--- config.mk ---
export PLATFORM = sky130hd
export DESIGN_NAME = tile_ingress_port
export DESIGN_NICKNAME = d
export VERILOG_FILES = /design/src/rtl/tile_ingress_port.sv
export SDC_FILE = /design/constraint.sdc
export NUM_CORES = 1
export LEC_CHECK = 0
export CAP_MARGIN = 20
export CORE_MARGIN = 4
export CORE_UTILIZATION = 26
export CTS_BUF_LIST = sky130_fd_sc_hd__clkbuf_4
export DETAILED_ROUTE_END_ITERATION = 10
export GPL_TIMING_DRIVEN = 1
export SYNTH_ARGS = -nofsm -noshare
export SYNTH_HDL_FRONTEND = slang
export SYNTH_SLANG_ARGS = --single-unit
--- constraint.sdc ---
create_clock -name clk -period 5.45 [get_ports clk]
set_clock_uncertainty 0.05 [all_clocks]
set_input_delay 1.09 -clock clk [delete_from_list [all_inputs] [get_ports clk]]
set_output_delay 1.09 -clock clk [all_outputs]
set_load 0.02 [all_outputs]
--- src/rtl/tile_ingress_port.sv ---
// Tile ingress port: buffers transfers arriving from one side of the tile,
// resolves each transfer's XY route on entry, and offers the head entry to
// the one target fifo_arb selected by that route.

package tile_pkg;

    // Side of a tile; the value doubles as the bit index into per-target vectors.
    typedef enum logic [2:0] {
        NORTH = 3'd0,
        EAST  = 3'd1,
        SOUTH = 3'd2,
        WEST  = 3'd3,
        LOCAL = 3'd4
    } t_cardinal;

    // Transaction moved between tiles; address[31:24] carries the target tile ID.
    typedef struct packed {
        logic [31:0] address;
        logic [31:0] data;
        t_cardinal   next_tile_fifo_arb_id;
    } t_tile_trans;

endpackage

module tile_ingress_port
    import tile_pkg::*;
#(
    parameter t_cardinal   IN_DIR    = NORTH,
    parameter int unsigned ING_DEPTH = 2
) (
    input  logic        clk,
    input  logic        rst,
    input  logic [7:0]  local_tile_id,
    input  logic        in_req_valid,
    input  t_tile_trans in_req,
    output logic        out_ready_in,
    input  logic [4:0]  out_ready_fifo,
    output logic [4:0]  valid_alloc_req,
    output t_tile_trans alloc_req,
    output logic [15:0] fwd_count,
    output logic        err_overflow,
    output logic        err_uturn
);

    localparam int unsigned PW = $clog2(ING_DEPTH);
    localparam int unsigned CW = PW + 1;
    localparam logic [CW-1:0] DEPTH_C = CW'(ING_DEPTH);

    // Dimension-ordered routing: settle X first, then Y, else deliver locally.
    function automatic t_cardinal route_xy(input logic [7:0] target_id,
                                           input logic [7:0] local_id);
        t_cardinal dir;
        if (target_id[3:0] > local_id[3:0]) begin
            dir = EAST;
        end else if (target_id[3:0] < local_id[3:0]) begin
            dir = WEST;
        end else if (target_id[7:4] > local_id[7:4]) begin
            dir = NORTH;
        end else if (target_id[7:4] < local_id[7:4]) begin
            dir = SOUTH;
        end else begin
            dir = LOCAL;
        end
        return dir;
    endfunction

    // Storage is never reset: every output that exposes it is gated by count.
    t_tile_trans mem_q [ING_DEPTH];

    logic [PW-1:0] wr_ptr_q, wr_ptr_d;
    logic [PW-1:0] rd_ptr_q, rd_ptr_d;
    logic [CW-1:0] count_q, count_d;
    logic [15:0]   fwd_count_q, fwd_count_d;
    logic          err_overflow_q, err_overflow_d;
    logic          err_uturn_q, err_uturn_d;

    t_tile_trans   head;
    t_tile_trans   push_entry;
    t_cardinal     routed_dir;
    logic          empty;
    logic          push;
    logic          pop;

    // Head presentation and handshakes; ready is a pure function of count.
    always_comb begin
        head         = mem_q[rd_ptr_q];
        empty        = (count_q == '0);
        out_ready_in = (count_q < DEPTH_C);
        push         = in_req_valid && out_ready_in;

        routed_dir = route_xy(in_req.address[31:24], local_tile_id);
        push_entry = in_req;
        push_entry.next_tile_fifo_arb_id = routed_dir;

        valid_alloc_req = '0;
        for (int d = 0; d < 5; d++) begin
            valid_alloc_req[d] = !empty
                && (head.next_tile_fifo_arb_id == t_cardinal'(d[2:0]))
                && out_ready_fifo[d];
        end

        alloc_req = empty ? '0 : head;
        pop       = |valid_alloc_req;
    end

    // Next-state for pointers, occupancy, forwarded count and sticky errors.
    always_comb begin
        wr_ptr_d       = wr_ptr_q;
        rd_ptr_d       = rd_ptr_q;
        count_d        = count_q;
        fwd_count_d    = fwd_count_q;
        err_overflow_d = err_overflow_q;
        err_uturn_d    = err_uturn_q;

        if (push) begin
            wr_ptr_d = wr_ptr_q + 1'b1;
        end
        if (pop) begin
            rd_ptr_d = rd_ptr_q + 1'b1;
            if (fwd_count_q != 16'hFFFF) begin
                fwd_count_d = fwd_count_q + 16'd1;
            end
        end

        case ({push, pop})
            2'b10:   count_d = count_q + 1'b1;
            2'b01:   count_d = count_q - 1'b1;
            default: count_d = count_q;
        endcase

        // A push offered while full is dropped; only the flag records it.
        if (in_req_valid && !out_ready_in) begin
            err_overflow_d = 1'b1;
        end
        // A route back out of the arrival side is flagged but still forwarded.
        if (push && (routed_dir == IN_DIR) && (IN_DIR != LOCAL)) begin
            err_uturn_d = 1'b1;
        end
    end

    // Control state, cleared asynchronously so outputs drop within the reset cycle.
    always_ff @(posedge clk or negedge rst) begin
        if (!rst) begin
            wr_ptr_q       <= '0;
            rd_ptr_q       <= '0;
            count_q        <= '0;
            fwd_count_q    <= '0;
            err_overflow_q <= 1'b0;
            err_uturn_q    <= 1'b0;
        end else begin
            wr_ptr_q       <= wr_ptr_d;
            rd_ptr_q       <= rd_ptr_d;
            count_q        <= count_d;
            fwd_count_q    <= fwd_count_d;
            err_overflow_q <= err_overflow_d;
            err_uturn_q    <= err_uturn_d;
        end
    end

    // Entry write with the routed direction already folded in.
    always_ff @(posedge clk) begin
        if (push) begin
            mem_q[wr_ptr_q] <= push_entry;
        end
    end

    assign fwd_count    = fwd_count_q;
    assign err_overflow = err_overflow_q;
    assign err_uturn    = err_uturn_q;

endmodule

==> flow_summary_export.csv <==
group,metric,value,unit
run_status,outcome,"completed",
timing,max_freq,0.239,GHz
yosys,yosys_warnings,0,
power_and_ir_drop,pwr_density_cell,497,nW/µm²
die,core_area,24300,µm²
final_layout,fin_nets,697,
timing,relSlewSlack,0.328,
timing,tns,0,ns
yosys,syn_nets,520,
clock_network,ctsRootBufferMaster,"clkbuf_4",
die,die_y,165,µm
final_layout,multi_input_area,1730,µm²
yosys,synth_commonest_cells,"134 x edfxtp_1, 86 x nor2_1, 65 x mux2i_1, 22 x dfrtp_1",
setup_path,setup.worst_path.start_class,"register",
grt,track_usage,0.113,
routing,drt-initial-drc-count,190,
yosys,syn_inst,427,
clock_network,clk_pin_slew_worst_paths,0.13,ns
yosys,ys_types,40,
yosys,yosysMostFrequentCell,"edfxtp_1",
timing,timing.final.ws_setup,1.26,ns
setup_path,startpoint,"rd_ptr_q",
yosys,synth.top_cell.area_share,0.628,
timing,rsz0062_at_grt,"false",
routing,drt_wl_total,15.1,mm
yosys,avgSynthCellArea,15.0,µm²
grt,grt_pass1_wl,23.3,mm
final_layout,fillers,2314,
clock_network,cts_tree,"done",
power_and_ir_drop,irDropWorstVdd,0.000248,V
grt,antenna_found_initial,4,
place,finalWeightedCongestion,0.753,
final_layout,final_layout_size_suffix_gt1_frac,0.0859,
final_layout,seqCellArea,4580,µm²
timing,slew_viol_final,0,
final_layout,instances_no_fill,945,
die,dieArea,27200,µm²
routing,ant_nets,0,
routing,drc,0,
setup_path,worstPathRequired,4.31,ns
place,hpwlAfterDp,10.3,mm
clock_network,holdBufCountCts,0,
clock_network,htreeDepth,4,
routing,drtPass1Iterations,4,
flow_run,maxCapViolations,0,
grt,overflow,0,
yosys,synthArstFlopShare,0.141,
setup_path,cp-end-kind,"output pin",
clock_network,clock_latency,0.53,ns
timing,worstMarginPinSlew,1.01,ns
die,start_util,0.264,
timing,hold_violations,0,
clock_network,postCtsSetupBuffers,0,
clock_network,clockBufferDepth,2,
die,io_pins,174,
place,place_ws,1.79,ns
setup_path,critPathKind,"reg2out",
hold_path,worstHoldPathType,"reg2reg",
grt,grt_pass1_vias,4280,
final_layout,area_growth,37.2,%
place,io_buffers,170,
clock_network,cts.sinks,156,
power_and_ir_drop,p_sw_frac,0.378,
yosys,yosys-top-cells-area,"edfxtp_1 63%, mux2i_1 10%, dfrtp_1 8.6%",
routing,wl_per_cell,16.0,µm
yosys,seq_area_frac_synth,0.714,
yosys,synth_seq_cells,156,
routing,num_vias,4034,
setup_path,crit_fanout,49,
power_and_ir_drop,clockPowerShare,0.160,
timing,post-route-period-util,0.768,
power_and_ir_drop,pwr-share-seq,0.395,
clock_network,post_cts_resized,0,
place,dp.cells,908,
timing,setup_viol,0,
yosys,synth-main-ff-cell,"edfxtp_1",
yosys,syn_area,6410,µm²
die,fp-row-count,57,
setup_path,worst_ep_arrival_time,3.05,ns
power_and_ir_drop,switchingPower,0.00165,W
yosys,yosys.area.top_type,"edfxtp_1",
yosys,synth_edf_count,134,
die,fp.dieW,165,µm
timing,period_minus_slack,4.19,ns
power_and_ir_drop,intPower,0.00272,W
hold_path,hold_start,"err_overflow",
clock_network,numCtsBuffers,17,
power_and_ir_drop,combinationalPowerShare,0.445,
power_and_ir_drop,leakage,3.26,nW
setup_path,r2r_start,"rd_ptr_q",
grt,grt_max_degree,68,
routing,via_per_inst,4.27,
==> state kept, by name, indices dropped and copies added, names as in the netlist <==
name	cells
fwd_count	16
err_uturn	1
mem_q	134
err_overflow	1
wr_ptr_q	1
count_q	2
rd_ptr_q	1
==> layer usage <==
layer  wire length [µm]  GRT usage  part of all wire  vias up
li1                   -          -                 -     1912
met1               6450      0.135              0.43     1973
met2               7450      0.185              0.49      122
met3                831     0.0347             0.055       25
met4                379     0.0522             0.025        2
met5                 13          0           0.00086        -
==> worst paths after layout <==
path	to	slack (ns)	depth (start not counted)
max in group asynchronous	rd_ptr_q	4.27	2
worst max-delay path	alloc_req[25]	1.26	4
worst max register to register	fwd_count[1]	2.59	5
worst min-delay path	err_overflow	0.42	1
worst min register to register	err_overflow	0.42	1
min in group asynchronous	fwd_count[15]	0.70	1
==> layout make-up <==
| type | instances | share of cell area |
|---|---|---|
| multi-input cells | 244 | 0.197 |
| clock buffers | 18 | 0.0154 |
| repair buffers | 174 | 0.199 |
| clock inverters | 14 | 0.0161 |
| flip-flops and latches | 156 | 0.521 |
| well taps | 324 | 0.0461 |
| diodes | 4 | 0.00114 |
| inverters | 11 | 0.00469 |
==> power groups by stage <==
stage	Combinational [W]	Clock, W	Sequential [W]
final	0.00194	0.000700	0.00173
after global routing	0.00210	0.000783	0.00176
after CTS	0.00198	0.000737	0.00174
after detailed placement	0.00197	0	0.00177
after global placement	0.00196	0	0.00175
after floorplan	0.00116	0	0.00168
==> cell families (layout without fill, tap and decap cells) <==
family / after synthesis / after routing / synth area share
mux: 73 / 73 / 0.119
compound gates: 13 / 13 / 0.0152
other cells: 0 / 4 / 0
buf+inv: 27 / 217 / 0.0191
flops: 156 / 156 / 0.714
fa+ha+maj: 10 / 10 / 0.0195
xor+xnor: 16 / 16 / 0.0219
simple gates: 132 / 132 / 0.0918
==> cells in the final DEF (no fill, tap or decap), types with 2 or more instances in the layout <==
cell,instances
nand2b_1,2
xor2_1,9
inv_6,4
clkbuf_4,18
o21ai_0,2
clkdlybuf4s50_1,170
edfxtp_1,134
diode_2,4
clkinv_2,3
buf_4,3
nand4_1,5
inv_1,11
mux2_2,3
nor2b_1,2
nand2_1,11
a21oi_1,3
and4_1,3
xnor2_1,7
nor2_1,84
ha_1,10
bufinv_16,2
nor3_1,5
clkinv_1,2
nand3_1,10
nor2_4,3
clkinvlp_4,2
mux2i_1,65
mux2i_2,2
dfrtp_1,21
or2_2,3
==> through the flow <==
step	power (W)	hold slack [ns]	cell area, µm²	util
2_1_floorplan	0.00284	0.411	6410	-
3_3_place_gp	0.00371	0.396	8480	0.349
3_5_place_dp	0.00374	0.398	8480	0.349
4_1_cts	0.00446	0.431	8760	0.360
5_1_grt	0.00464	0.453	8790	0.362
6_report	0.00437	0.423	8790	0.362
==> worst max-delay path: stages (launching register included) <==
cell and delay, ns:
dfrtp_4 1.04, buf_4 0.49, mux2i_1 0.13, nor2_1 0.16, clkdlybuf4s50_1 0.64
Power figures use the tool's default switching activity.
